==> src/rtl/frame_ram_loader_if.sv <==
// Byte-stream input and RAM write port of the frame loader, bundled as one interface.
// master: host byte source plus RAM side; slave: the loader itself.
interface frame_ram_loader_if;
    logic [7:0]  in_data;
    logic        in_valid;
    logic        in_ready;
    logic [17:0] wraddress;
    logic [7:0]  data;
    logic        wren;

    modport master (
        output in_data, in_valid,
        input  in_ready, wraddress, data, wren
    );

    modport slave (
        input  in_data, in_valid,
        output in_ready, wraddress, data, wren
    );
endinterface

==> src/rtl/frame_ram_loader.sv <==
// Frame RAM write side: parses a 4-byte big-endian width/height header, then
// writes width*height greyscale pixels row-major starting at BASE_ADDRESS.
module frame_ram_loader #(
    parameter logic [17:0] BASE_ADDRESS = 18'h10,
    parameter int          MAX_W        = 400,
    parameter int          MAX_H        = 433
) (
    input  logic                clk,
    input  logic                rst,
    input  logic                start,
    frame_ram_loader_if.slave   bus,
    output logic [9:0]          img_width,
    output logic [9:0]          img_height,
    output logic                busy,
    output logic                done,
    output logic                error
);
    localparam int          FRAME_END = int'(BASE_ADDRESS) + MAX_W * MAX_H;
    localparam logic [15:0] MAX_W16   = 16'(MAX_W);
    localparam logic [15:0] MAX_H16   = 16'(MAX_H);

    generate
        if (FRAME_END > (1 << 18)) begin : g_bad_cfg
            $error("frame_ram_loader: image area does not fit the 18-bit address space");
        end
    endgenerate

    typedef enum logic [2:0] {IDLE, HDR, LOAD, DONE, ERR} state_t;

    state_t      state_reg, state_next;
    logic [1:0]  hdr_cnt_reg;
    logic [7:0]  w_hi_reg, w_lo_reg, h_hi_reg;
    logic [9:0]  x_reg, y_reg, width_reg, height_reg;
    logic [17:0] offset_reg, wraddress_reg;
    logic [7:0]  data_reg;
    logic        wren_reg;
    logic        in_ready_reg, busy_reg, done_reg, error_reg;
    logic        in_ready_next, busy_next, done_next, error_next;
    logic        accept, last_pixel, hdr_ok;
    logic [15:0] hdr_w, hdr_h;

    assign accept     = bus.in_valid && in_ready_reg;
    assign hdr_w      = {w_hi_reg, w_lo_reg};
    // Height low byte is the byte being accepted right now (4th header byte).
    assign hdr_h      = {h_hi_reg, bus.in_data};
    assign hdr_ok     = (hdr_w != 16'd0) && (hdr_h != 16'd0) &&
                        (hdr_w <= MAX_W16) && (hdr_h <= MAX_H16);
    assign last_pixel = (x_reg == width_reg - 10'd1) && (y_reg == height_reg - 10'd1);

    always_ff @(posedge clk) begin
        if (rst) state_reg <= IDLE;
        else     state_reg <= state_next;
    end

    always_comb begin
        state_next = state_reg;
        case (state_reg)
            IDLE: if (start) state_next = HDR;
            HDR:  if (accept && hdr_cnt_reg == 2'd3) state_next = hdr_ok ? LOAD : ERR;
            LOAD: if (accept && last_pixel) state_next = DONE;
            DONE: state_next = IDLE;
            ERR:  if (start) state_next = HDR;
            default: state_next = IDLE;
        endcase
    end

    // Status flags are decoded from the next state so they are flop outputs.
    always_comb begin
        in_ready_next = (state_next == HDR) || (state_next == LOAD);
        busy_next     = in_ready_next;
        done_next     = (state_next == DONE);
        error_next    = (state_next == ERR);
    end

    always_ff @(posedge clk) begin
        if (rst) begin
            in_ready_reg <= 1'b0;
            busy_reg     <= 1'b0;
            done_reg     <= 1'b0;
            error_reg    <= 1'b0;
        end else begin
            in_ready_reg <= in_ready_next;
            busy_reg     <= busy_next;
            done_reg     <= done_next;
            error_reg    <= error_next;
        end
    end

    always_ff @(posedge clk) begin
        if (rst) begin
            hdr_cnt_reg   <= 2'd0;
            w_hi_reg      <= 8'd0;
            w_lo_reg      <= 8'd0;
            h_hi_reg      <= 8'd0;
            x_reg         <= 10'd0;
            y_reg         <= 10'd0;
            width_reg     <= 10'd0;
            height_reg    <= 10'd0;
            offset_reg    <= 18'd0;
            wraddress_reg <= 18'd0;
            data_reg      <= 8'd0;
            wren_reg      <= 1'b0;
        end else begin
            wren_reg <= 1'b0;
            if ((state_reg == IDLE || state_reg == ERR) && start)
                hdr_cnt_reg <= 2'd0;
            if (state_reg == HDR && accept) begin
                hdr_cnt_reg <= hdr_cnt_reg + 2'd1;
                case (hdr_cnt_reg)
                    2'd0: w_hi_reg <= bus.in_data;
                    2'd1: w_lo_reg <= bus.in_data;
                    2'd2: h_hi_reg <= bus.in_data;
                    default: begin
                        if (hdr_ok) begin
                            width_reg  <= hdr_w[9:0];
                            height_reg <= hdr_h[9:0];
                            x_reg      <= 10'd0;
                            y_reg      <= 10'd0;
                            offset_reg <= 18'd0;
                        end
                    end
                endcase
            end
            // Running linear offset replaces y*width+x; x/y only detect the end.
            if (state_reg == LOAD && accept) begin
                wren_reg      <= 1'b1;
                data_reg      <= bus.in_data;
                wraddress_reg <= BASE_ADDRESS + offset_reg;
                offset_reg    <= offset_reg + 18'd1;
                if (x_reg == width_reg - 10'd1) begin
                    x_reg <= 10'd0;
                    y_reg <= y_reg + 10'd1;
                end else begin
                    x_reg <= x_reg + 10'd1;
                end
            end
        end
    end

    assign bus.in_ready  = in_ready_reg;
    assign bus.wraddress = wraddress_reg;
    assign bus.data      = data_reg;
    assign bus.wren      = wren_reg;
    assign img_width     = width_reg;
    assign img_height    = height_reg;
    assign busy          = busy_reg;
    assign done          = done_reg;
    assign error         = error_reg;
endmodule
==> src/flat_wrapper.sv <==
// flat-port wrapper written by rule: the top's interface ports become plain ports
module frame_ram_loader_flat 
#(
    parameter logic [17:0] BASE_ADDRESS = 18'h10,
    parameter int          MAX_W        = 400,
    parameter int          MAX_H        = 433
)
  (clk, rst, start, img_width, img_height, busy, done, error, bus_in_data, bus_in_valid, bus_in_ready, bus_wraddress, bus_data, bus_wren);
  frame_ram_loader_if bus_i ();
  input  logic clk;
  input  logic rst;
  input  logic start;
  output logic [9:0] img_width;
  output logic [9:0] img_height;
  output logic busy;
  output logic done;
  output logic error;
  input wire logic [$bits(bus_i.in_data)-1:0] bus_in_data;
  input wire logic [$bits(bus_i.in_valid)-1:0] bus_in_valid;
  output wire logic [$bits(bus_i.in_ready)-1:0] bus_in_ready;
  output wire logic [$bits(bus_i.wraddress)-1:0] bus_wraddress;
  output wire logic [$bits(bus_i.data)-1:0] bus_data;
  output wire logic [$bits(bus_i.wren)-1:0] bus_wren;
  assign bus_i.in_data = bus_in_data;
  assign bus_i.in_valid = bus_in_valid;
  assign bus_in_ready = bus_i.in_ready;
  assign bus_wraddress = bus_i.wraddress;
  assign bus_data = bus_i.data;
  assign bus_wren = bus_i.wren;
  frame_ram_loader #(.BASE_ADDRESS(BASE_ADDRESS), .MAX_W(MAX_W), .MAX_H(MAX_H)) u_core (.clk(clk), .rst(rst), .start(start), .bus(bus_i), .img_width(img_width), .img_height(img_height), .busy(busy), .done(done), .error(error));
endmodule
==> config.mk <==
export PLATFORM = sky130hd
export DESIGN_NAME = frame_ram_loader_flat
export DESIGN_NICKNAME = d
export VERILOG_FILES = /design/src/rtl/frame_ram_loader_if.sv /design/src/rtl/frame_ram_loader.sv /design/src/flat_wrapper.sv
export SDC_FILE = /design/constraint.sdc
export NUM_CORES = 1
export LEC_CHECK = 0
export BUFFER_PORTS_ARGS = -buffer_cell sky130_fd_sc_hd__buf_2
export CAP_MARGIN = 20
export CORE_MARGIN = 2
export CORE_UTILIZATION = 59
export DETAILED_ROUTE_END_ITERATION = 10
export PLACE_DENSITY = 0.87
export SLEW_MARGIN = 10
export SYNTH_ARGS = -nofsm -noshare
export SYNTH_HDL_FRONTEND = slang
export SYNTH_SLANG_ARGS = --single-unit
==> constraint.sdc <==
create_clock -name clk -period 3 [get_ports clk]
set_clock_uncertainty 0.15 [all_clocks]
set_input_delay 0.45 -clock clk [delete_from_list [all_inputs] [get_ports clk]]
set_output_delay 0.45 -clock clk [all_outputs]
set_load 0.005 [all_outputs]
==> summary.md, run 1 <==
| Metric | Value |
|---|---|
| Synth Warn # | `0` |
| Hold endpoint | `u_core.h_hi_reg[0]` |
| Worst vdd ir | `512 µV` |
| Initial antenna violation count | `0` |
| Initial Utilization | `0.606` |
| Hold_ws | `92.3 ps` |
| Yosys top cell by area | `dfxtp_1` |
| CTS tree | `built` |
| Routed len/inst | `17.0 µm` |
| Drt first pass iters | `6` |
| Hold depth | `3` |
| Grt ovf | `0` |
| CTS root buffer | `clkbuf_8` |
| Fillcell total | `751` |
| Worst-skew pair later-pin latency | `530 ps` |
| Layout cells sized above 1 | `0.169` |
| Synthesized area per cell | `8.13 µm²` |
| GRT Util Overall | `0.296` |
| EDFF count, synth | `0` |
| Mapped Cells | `726` |
| Crit path max-delay family | `simple AND/OR/NAND/NOR gates` |
| Io pins | `63` |
| DRT iter0 DRCs | `499` |
| Num rows | `36` |
| Peak fanout along the critical path | `8` |
| CP Capture Type | `register` |
| Hold Path Class | `input pin to register` |
| Final hold vios | `0` |
| Endpoints failing setup | `0` |
| PD cells | `558 mW/mm²` |
| Max Fclk | `378 MHz` |
| Die H | `104 µm` |
| Max Cap Viol | `0` |
| Vias per Instance | `6.19` |
| Syn Nets | `749` |
| Inserted Diodes | `0` |
| CTS Buffer Depth | `2` |
| CP startpoint kind | `register` |
| Reg clk slew, reported paths | `60 ps` |
| Antenna violation net count after detailed routing | `0` |
| Critical Path, Cell by Cell | `inv_1 -> ha_1 -> nor4b_4 -> xnor2_1 -> nor4_1 -> o211ai_1 -> buf_4 -> o21ai_0 -> o2bb2ai_1` |
| Total die area | `0.0108 mm²` |
| Residual DRC | `0` |
| First-pass GRT wire length | `26.3 mm` |
| Routability Congestion | `0.965` |
| Max incr delay on CP | `390 ps` |
| Ys async rst share | `0` |
| Reg2reg setup slack | `350 ps` |
| Worst path arrival time | `2910 ps` |
| Total Power | `3.89 mW` |
| Vias | `5730` |
| Final Slew Violations | `0` |
| Commonest cells post-synth | `dfxtp_1, nand2_1, nor2_1` |
| Unrepaired setup endpoints after global routing | `no` |
| Pleak | `2.82 nW` |
| Sink Count | `117` |
| Largest net degree at the start of global routing | `47` |
| Min Clock Period, post-route | `2650 ps` |
| Cell Area, Synth | `0.00590 mm²` |
| Hold Buf Count CTS | `0` |
| Core area | `0.00973 mm²` |
| Status | `completed` |
| Vias in the first global route | `5492` |
| RR Startpoint | `u_core.img_width[0]` |
| FF-to-FF End | `u_core.x_reg[1]` |
| Syn-to-layout area delta | `18.3%` |
| Actual slew at the worst max-slew pin | `668 ps` |
| Crit-path slowest cell | `dfxtp_1` |
| R2R depth | `9` |
| Sequential-to-total area share from yosys stat | `0.397` |
| Worst Path Buf+Inv | `2` |
| Synth Flop Type | `dfxtp_1` |
| Htree depth | `4` |
| Synth top area share | `0.397` |
| Post-Route Setup TNS | `0 ps` |
| Final period utilization | `0.883` |
| Synthesized flop and latch total | `117` |
| # nets final | `802` |
| CP Data Required Time | `3260 ps` |
| Most common cell in the netlist | `dfxtp_1` |
| PortBufs | `62` |
| Main area contributors after synthesis | `dfxtp_1, nand2_1, a21oi_1, nand3_1, nor2_1` |
| Min-delay src | `bus_in_data[0]` |
| Die width | `104 µm` |
| Crit Path Class | `register to register` |
| Final WL | `15.7 mm` |
| Relative slew slack | `0.551` |
| CTS buffer count | `17` |
| Cell variety after synth | `66` |
| DP Wirelength | `10.4 mm` |
==> timing repair <==
| action | 4_1_cts | 5_1_grt |
|---|---|---|
| endpoints found under the setup margin | 0 | 13 |
| resized for setup | 0 | 0 |
| buffers inserted | 0 | 3 |
==> how the worst max path moves through the flow <==
stage                      end  cells after the start                start  slack [ps]
5_1_grt        u_core.x_reg[1]                      9  u_core.img_width[0]         130
2_1_floorplan  u_core.y_reg[8]                      7  u_core.img_width[5]         590
3_5_place_dp   u_core.y_reg[9]                      9  u_core.img_width[0]         250
4_1_cts        u_core.y_reg[9]                      9  u_core.img_width[0]         230
6_report       u_core.x_reg[1]                      9  u_core.img_width[0]         350
3_3_place_gp       u_core.done                      8  u_core.img_width[0]         450
==> kinds of logic after synthesis <==
family,count (synthesis),share of synthesized area
xor+xnor,34,0.0505
compound gates,159,0.187
buf+inv,62,0.0418
mux,20,0.0339
flops,117,0.397
simple gates,323,0.267
fa+ha+maj,11,0.0233
==> final cells by class <==
class | instances | area [µm²] | area share
multi-input cells | 547 | 3330 | 0.476
repair buffers | 79 | 438 | 0.0627
inverters | 17 | 63.8 | 0.00914
clock buffers | 18 | 428 | 0.0613
flip-flops and latches | 117 | 2340 | 0.335
clock inverters | 14 | 219 | 0.0314
well taps | 133 | 166 | 0.0238
==> cells in the final DEF (no fill, tap or decap), drive strengths merged, types with 5 or more instances in the layout <==
cell / count
a21oi: 63
and2: 8
nor3b: 5
a21o: 6
nor4: 11
and3: 9
xor2: 15
nand4: 10
clkbuf: 18
mux2i: 20
nor3: 15
or3: 6
inv: 22
nand3: 60
nor2b: 7
nand2b: 9
bufinv: 5
nor2: 66
o21ai: 11
a311oi: 12
a211oi: 21
xnor2: 19
o2bb2ai: 5
ha: 11
a31oi: 5
or2: 11
dfxtp: 117
buf: 79
nand2: 96
==> routing by layer <==
layer | up-vias | track usage | routed length [µm]
met5 | - | 0 | 0
met4 | 0 | 0.122 | 369
met3 | 50 | 0.0702 | 1190
met2 | 265 | 0.487 | 7560
met1 | 2702 | 0.375 | 6580
li1 | 2713 | - | -
==> report_power, final <==
part / switching [mW] / total, mW / leakage (nW) / internal, mW
combinational: 0.0611 / 0.0839 / 1.57 / 0.0228
clock: 0.780 / 2.25 / 0.313 / 1.46
sequential: 0.00532 / 1.56 / 0.943 / 1.56
==> stage by stage <==
step                      std cells  utilization  instance area, µm²  setup slack (ps)
after global placement          890        0.649                6310               445
after global routing            925        0.718                6980               133
after detailed placement        890        0.649                6310               255
after floorplan                 726            -                5900               590
after CTS                       922        0.715                6960               228
final                           925        0.718                6980               352
==> worst reg2reg max path: stages (launching register included) <==
cell and delay [ps]:
dfxtp_1 390, inv_1 90, ha_1 200, nor4b_4 350
xnor2_1 120, nor4_1 350, o211ai_1 270, buf_4 230
o21ai_0 260, o2bb2ai_1 110
Note: power is estimated with default switching activity, not from simulation.
==> run 2, diff against run 1 <==
--- a/config.mk
+++ b/config.mk
@@ -7,10 +7,11 @@
 export LEC_CHECK = 0
 export BUFFER_PORTS_ARGS = -buffer_cell sky130_fd_sc_hd__buf_2
 export CAP_MARGIN = 20
-export CORE_MARGIN = 2
-export CORE_UTILIZATION = 59
+export CELL_PAD_IN_SITES_DETAIL_PLACEMENT = 1
+export CELL_PAD_IN_SITES_GLOBAL_PLACEMENT = 2
+export CORE_UTILIZATION = 35
 export DETAILED_ROUTE_END_ITERATION = 10
-export PLACE_DENSITY = 0.87
+export PLACE_DENSITY = 0.86
 export SLEW_MARGIN = 10
 export SYNTH_ARGS = -nofsm -noshare
 export SYNTH_HDL_FRONTEND = slang
==> run 2 against run 1 <==
Sequential share of layout area is 0.17 points lower; die area is 61% higher; register-to-register slack worse by 130 ps; clock power is 9.3% lower; worst setup slack worse by 130 ps; power is 5.2% lower; critical path depth is 1 lower; critical endpoint is now u_core.y_reg[9]; largest power group unchanged.
==> summary.md, run 2 (same netlist as run 1, synthesis figures left out) <==
| Metric | Value |
|---|---|
| CTS resizes | `0 (unchanged)` |
| Hold depth | `3 (unchanged)` |
| Util after Layout | `0.425 (-0.293)` |
| Num rows | `47 (+31%)` |
| Critical Path, Cell by Cell | `inv_1 -> ha_1 -> xnor2_1 -> nor2_1 -> o2111ai_2 -> or4_1 -> or2_4 -> o2bb2ai_1` |
| Crit path max-delay family | `simple AND/OR/NAND/NOR gates` |
| Vias in the first global route | `5732 (+4.4%)` |
| Endpoints failing setup | `0 (unchanged)` |
| Number of cells on the critical path | `8 (-1)` |
| Routability Congestion | `0.948 (-1.8%)` |
| FF-to-FF End | `u_core.y_reg[9]` |
| Max incr delay on CP | `660 ps (+270 ps)` |
| Final period utilization | `0.926 (+0.0428)` |
| Peak fanout along the critical path | `8 (unchanged)` |
| CTS buffer count | `17 (unchanged)` |
| Most common cell after layout, fill and taps aside | `dfxtp_1` |
| Leading cell types in the layout, fill and taps excluded | `dfxtp_1, nand2_1, nor2_1` |
| Inserted Diodes | `0 (unchanged)` |
| Total die area | `0.0174 mm² (+61%)` |
| Core area | `0.0165 mm² (+70%)` |
| Reg clk slew, reported paths | `60 ps (about the same)` |
| Worst vdd ir | `389 µV (-24%)` |
| GRT Util Overall | `0.208 (-0.0879)` |
| Post-Route Setup TNS | `0 ps (unchanged)` |
| Die width | `132 µm (+27%)` |
| CP Capture Type | `register` |
| Routed len/inst | `17.2 µm (+1.1%)` |
| Worst path arrival time | `2970 ps (+60 ps)` |
| Largest net degree at the start of global routing | `93 (+98%)` |
| CTS tree | `built` |
| Combinational power share | `0.023 (about the same)` |
| Relative slew slack | `0.354 (-0.197)` |
| Max Fclk | `360 MHz (-4.6%)` |
| Crit Path Class | `register to register` |
| PD cells | `526 mW/mm² (-5.7%)` |
| Status | `completed` |
| Sink Count | `117 (unchanged)` |
| Initial antenna violation count | `0 (unchanged)` |
| Hold Buf Count CTS | `0 (unchanged)` |
| Worst Path Buf+Inv | `1 (-1)` |
| RR Startpoint | `u_core.img_width[0]` |
| Unrepaired setup endpoints after global routing | `no` |
| Worst-skew pair later-pin latency | `420 ps (-110 ps)` |
| CTS root buffer | `clkbuf_16` |
| DP Wirelength | `12.1 mm (+17%)` |
| Hold Path Class | `input pin to register` |
| Final hold vios | `0 (unchanged)` |
| Vias | `5552 (-3.1%)` |
| Sw Share | `0.232 (+0.0143)` |
| Final Slew Violations | `0 (unchanged)` |
| First-pass GRT wire length | `29.4 mm (+12%)` |
| CTS Buffer Depth | `2 (unchanged)` |
| Initial Utilization | `0.357 (-0.249)` |
| Postcts setup bufs | `0 (unchanged)` |
| CP startpoint kind | `register` |
| Syn-to-layout area delta | `19.0%` |
| Hold endpoint | `u_core.bus.data[0]` |
| Min Clock Period, post-route | `2780 ps (+128 ps)` |
| Min-delay src | `bus_in_data[0]` |
| R2R depth | `8 (-1)` |
| Max Cap Viol | `0 (unchanged)` |
| Final WL | `17.3 mm (+10%)` |
| Die H | `132 µm (+27%)` |
| DRT iter0 DRCs | `338 (-32%)` |
| Grt ovf | `0 (unchanged)` |
| PortBufs | `62 (unchanged)` |
| Sw Pwr | `0.855 mW (+1.0%)` |
| CP Data Required Time | `3190 ps (-70 ps)` |
| Clk pwr share | `0.554 (-0.023)` |
| Htree depth | `4 (unchanged)` |
| # nets final | `796 (-0.75%)` |
| Antenna violation net count after detailed routing | `0 (unchanged)` |
| Reg2reg setup slack | `220 ps (-130 ps)` |
| Residual DRC | `0 (unchanged)` |
| Sequential Power Share | `0.424 (+0.022)` |
| Actual slew at the worst max-slew pin | `968 ps (+300 ps)` |
| Crit-path slowest cell | `or4_1` |
| Drt first pass iters | `4 (-2)` |
| Pleak | `2.77 nW (-1.7%)` |
| Layout cells sized above 1 | `0.162 (-0.00761)` |
| Vias per Instance | `5.52 (-11%)` |
| Power Internal | `2.84 mW (-6.9%)` |
| Io pins | `63 (unchanged)` |
-- run 2: power by group through the flow --
| stage | clock (mW) | sequential [mW] | combinational, mW |
|---|---|---|---|
| after floorplan | 0 | 1.60 | 0.0448 |
| after global placement | 0 | 1.60 | 0.0820 |
| after detailed placement | 0 | 1.60 | 0.0839 |
| after CTS | 2.08 | 1.56 | 0.0841 |
| after global routing | 2.15 | 1.56 | 0.0916 |
| final | 2.04 | 1.56 | 0.0836 |
-- run 2: layout make-up --
class                           instances  area [µm²]
Sequential cell                       117        2340
Clock inverter                         13         151
Inverter                               17        63.8
Timing Repair Buffer                   73         418
Multi-Input combinational cell        547        3330
Tap cell                              220         275
Clock buffer                           19         443
Fill cell                            1997        9510
-- run 2: worst max path at each step --
stage	startpoint	slack [ps]	end
global placement	u_core.img_width[0]	350	u_core.done
CTS	u_core.img_width[0]	210	u_core.y_reg[9]
floorplan	u_core.img_width[5]	590	u_core.y_reg[8]
detailed placement	u_core.img_width[0]	220	u_core.y_reg[9]
global route	u_core.img_width[0]	100	u_core.y_reg[9]
finish	u_core.img_width[0]	220	u_core.y_reg[9]
-- run 2: through the flow --
stage	worst slack, ps	power [mW]	std cells	area, µm²	hold slack [ps]
global route	99.4	3.81	1006	7020	210
floorplan	590	1.64	726	5900	286
global placement	350	1.68	974	6420	291
finish	223	3.69	1006	7020	207
detailed placement	218	1.68	974	6420	300
CTS	208	3.73	1006	7020	197
-- run 2: worst reg2reg max path, cell delays in order, from the launching register on --
cell and delay [ps]:
dfxtp_1 550, inv_1 100, ha_1 330, xnor2_1 140
nor2_1 170, o2111ai_2 170, or4_1 660, or2_4 300
o2bb2ai_1 150
-- run 2: per-layer routing --
layer,track usage,wire (µm)
met5,0,0
met4,0.0743,289
met3,0.0342,402
met2,0.350,8270
met1,0.270,8300
==> run 3, diff against run 2 <==
--- a/config.mk
+++ b/config.mk
@@ -5,11 +5,12 @@
 export SDC_FILE = /design/constraint.sdc
 export NUM_CORES = 1
 export LEC_CHECK = 0
+export ABC_AREA = 1
 export BUFFER_PORTS_ARGS = -buffer_cell sky130_fd_sc_hd__buf_2
 export CAP_MARGIN = 20
 export CELL_PAD_IN_SITES_DETAIL_PLACEMENT = 1
 export CELL_PAD_IN_SITES_GLOBAL_PLACEMENT = 2
-export CORE_UTILIZATION = 35
+export CORE_UTILIZATION = 33
 export DETAILED_ROUTE_END_ITERATION = 10
 export PLACE_DENSITY = 0.86
 export SLEW_MARGIN = 10
==> run 3 against run 2 <==
The run now ends with design-rule violations left; synthesized cell count is 23% higher; sequential share of layout area is 1.2 points lower; via count is 4.9% higher; combinational power is 11% higher; sequential cell count stayed put; count of clock-buffer cells in the layout is 4 higher; register-to-register slack better by 450 ps; clock power is 4% higher; critical path depth is 3 higher; fmax is 19% higher; sequential power hardly changed; critical endpoint is now u_core.y_reg[8].
==> summary.md, run 3 <==
| Metric | Value |
|---|---|
| Pleak | `3.35 nW (+21%)` |
| PD cells | `521 mW/mm² (-1.0%)` |
| Yosys top cell by area | `dfxtp_1` |
| First-pass GRT wire length | `30.4 mm (+3.5%)` |
| Most frequent CP cell | `nor2_1` |
| Min Clock Period, post-route | `2330 ps (-445 ps)` |
| Crit path max-delay family | `simple AND/OR/NAND/NOR gates` |
| Routed len/inst | `15.0 µm (-13%)` |
| CTS resizes | `0 (unchanged)` |
| Vias in the first global route | `5917 (+3.2%)` |
| Dpl cells | `1163 (+19%)` |
| Initial Utilization | `0.339 (-0.0177)` |
| Max Cap Viol | `0 (unchanged)` |
| Sw Pwr | `0.798 mW (-6.7%)` |
| Power Internal | `2.99 mW (+5.6%)` |
| Status | `complete, but fails checks` |
| Main area contributors after synthesis | `dfxtp_1, nand2_1, a21oi_1, inv_1, nand3_1` |
| Fillcell total | `2359 (+18%)` |
| Syn Nets | `918 (+23%)` |
| Endpoints failing setup | `0 (unchanged)` |
| Actual slew at the worst max-slew pin | `660 ps (-308 ps)` |
| Crit-path slowest cell | `dfxtp_1` |
| CP Capture Type | `register` |
| Max incr delay on CP | `340 ps (-320 ps)` |
| CTS buffer count | `17 (unchanged)` |
| Sw Share | `0.210 (-0.0213)` |
| Crit Path Class | `register to register` |
| Grt ovf | `0 (unchanged)` |
| Hold Buf Count CTS | `0 (unchanged)` |
| Drt first pass iters | `7 (+3)` |
| Most common cell in the netlist | `nand2_1` |
| Inserted Diodes | `0 (unchanged)` |
| Die width | `139 µm (+5.1%)` |
| Clk pwr share | `0.563 (+0.009)` |
| Num rows | `49 (+4.3%)` |
| Mapped Cells | `895 (+23%)` |
| Final period utilization | `0.777 (-0.148)` |
| Postcts setup bufs | `0 (unchanged)` |
| Worst vdd ir | `336 µV (-13%)` |
| CTS Buffer Depth | `2 (unchanged)` |
| Largest net degree at the start of global routing | `52 (-44%)` |
| CP Data Required Time | `3160 ps (-30 ps)` |
| Synth Warn # | `0 (unchanged)` |
| EDFF count, synth | `0 (unchanged)` |
| CTS tree | `built` |
| Initial antenna violation count | `0 (unchanged)` |
| Synth Flop Type | `dfxtp_1` |
| Worst Path Buf+Inv | `1 (unchanged)` |
| Most common cell after layout, fill and taps aside | `nand2_1` |
| Worst path arrival time | `2490 ps (-480 ps)` |
| Leading cell types in the layout, fill and taps excluded | `nand2_1, dfxtp_1, inv_1` |
| Vias per Instance | `4.88 (-12%)` |
| Unrepaired setup endpoints after global routing | `no` |
| Ys async rst share | `0 (unchanged)` |
| Vias | `5826 (+4.9%)` |
| Combinational power share | `0.024 (about the same)` |
| Sequential-to-total area share from yosys stat | `0.380 (-0.0167)` |
| Htree depth | `4 (unchanged)` |
| DRT iter0 DRCs | `230 (-32%)` |
| Synth top area share | `0.380 (-0.0167)` |
| DR WL met2 | `8.10 mm (-2.1%)` |
| Io pins | `63 (unchanged)` |
| Core area | `0.0181 mm² (+9.8%)` |
| Final Slew Violations | `0 (unchanged)` |
| Post-route insts no fill | `1194 (+19%)` |
| Die H | `139 µm (+5.1%)` |
| Reg clk slew, reported paths | `50 ps (about the same)` |
| Cell Area, Synth | `0.00616 mm² (+4.4%)` |
| Commonest cells post-synth | `nand2_1, dfxtp_1, inv_1` |
| WL met1 | `9.07 mm (+9.3%)` |
| Util after Layout | `0.401 (-0.0234)` |
| Sink Count | `117 (unchanged)` |
| Syn-to-layout area delta | `18.3%` |
| Total die area | `0.0192 mm² (+11%)` |
| Met3 WL | `489 µm (+22%)` |
| CP startpoint kind | `register` |
| CTS root buffer | `clkbuf_16` |
| Uppermost layer routed | `met4` |
| Worst-skew pair later-pin latency | `420 ps (about the same)` |
| # nets final | `976 (+23%)` |
| Final hold vios | `0 (unchanged)` |
| Post-Route Setup TNS | `0 ps (unchanged)` |
| Final WL | `17.9 mm (+3.5%)` |
| GRT Util Overall | `0.198 (-0.0105)` |
| Sequential Power Share | `0.413 (-0.011)` |
| Synthesized flop and latch total | `117 (unchanged)` |
| Cell variety after synth | `39 (-41%)` |
| Critical Path, Cell by Cell | `inv_1 -> ha_1 -> xnor2_1 -> nor2_1 -> nand2_1 -> nor2_1 -> nand2_1 -> nor2_2 -> nand3_2 -> o21ai_1 -> nor2_1` |
| PortBufs | `62 (unchanged)` |
| Hold Path Class | `input pin to register` |
| Peak fanout along the critical path | `13 (+5)` |
| Relative slew slack | `0.559 (+0.205)` |
| Synthesized area per cell | `6.88 µm² (-15%)` |
| DP Wirelength | `12.9 mm (+6.2%)` |
| Layout cells sized above 1 | `0.139 (-0.0227)` |
| Max Fclk | `429 MHz (+19%)` |
| Routability Congestion | `0.777 (-18%)` |
| Residual DRC | `5 (+5)` |
| Failing checks | `design-rule violations` |
| Antenna violation net count after detailed routing | `0 (unchanged)` |
run 3: cell count changes after synthesis, sizes merged, moves of 22 or more:
cell	previous run	this run
a21oi	63	93
inv	17	118
nand2	96	180
nand3	60	82
nor2	66	94
o21ai	11	75
run 3: final cells by class:
class                      instances  area [µm²]  share of cell area
tap                              229         287              0.0393
clock buffer                      23         498              0.0684
inverter                         121         454              0.0623
multi-input combinational        622        3180               0.437
clock inverter                     8         121              0.0167
timing repair buffer              74         400              0.0550
sequential                       117        2340               0.322
run 3: cells by family after synthesis:
| kind of cell | Yosys count | share of synthesized area |
|---|---|---|
| buf+inv | 156 | 0.104 |
| xor+xnor | 39 | 0.0577 |
| flops | 117 | 0.380 |
| simple gates | 388 | 0.279 |
| compound gates | 184 | 0.157 |
| fa+ha+maj | 11 | 0.0223 |
run 3: metrics by stage:
step,hold slack [ps],power [mW],cell area (µm²),worst slack [ps]
final,203,3.79,7280,668
after global routing,226,3.91,7280,444
after CTS,185,3.84,7280,635
after detailed placement,302,1.69,6670,552
after global placement,293,1.69,6670,595
after floorplan,279,1.65,6160,1020
run 3: worst min-delay path: cells and delay by family:
| kind | cells | cell delay, ps |
|---|---|---|
| AOI/OAI and AO/OA | 2 | 190 |
| buffers and inverters | 1 | 100 |
run 3: power by group through the flow:
stage               Combinational (mW)  Sequential (mW)  Clock, mW
global placement                0.0917             1.60          0
finish                          0.0926             1.57       2.13
floorplan                       0.0541             1.60          0
CTS                             0.0932             1.57       2.18
detailed placement              0.0923             1.60          0
global route                     0.104             1.57       2.24
run 3: path summary, 6_finish.rpt:
kind | startpoint | end | slack (ps) | cells past startpoint
setup / recovery | u_core.img_width[0] | u_core.y_reg[8] | 670 | 11
hold / removal | bus_in_data[5] | u_core.w_lo_reg[5] | 200 | 3
setup reg to reg | u_core.img_width[0] | u_core.y_reg[8] | 670 | 11
hold reg to reg | u_core.w_hi_reg[7] | u_core.w_hi_reg[7] | 310 | 2
run 3: per-layer routing:
metal | GRT usage | up-vias
met4 | 0.0643 | 0
met3 | 0.0397 | 15
li1 | - | 3001
met5 | 0 | -
met2 | 0.320 | 76
met1 | 0.264 | 2734
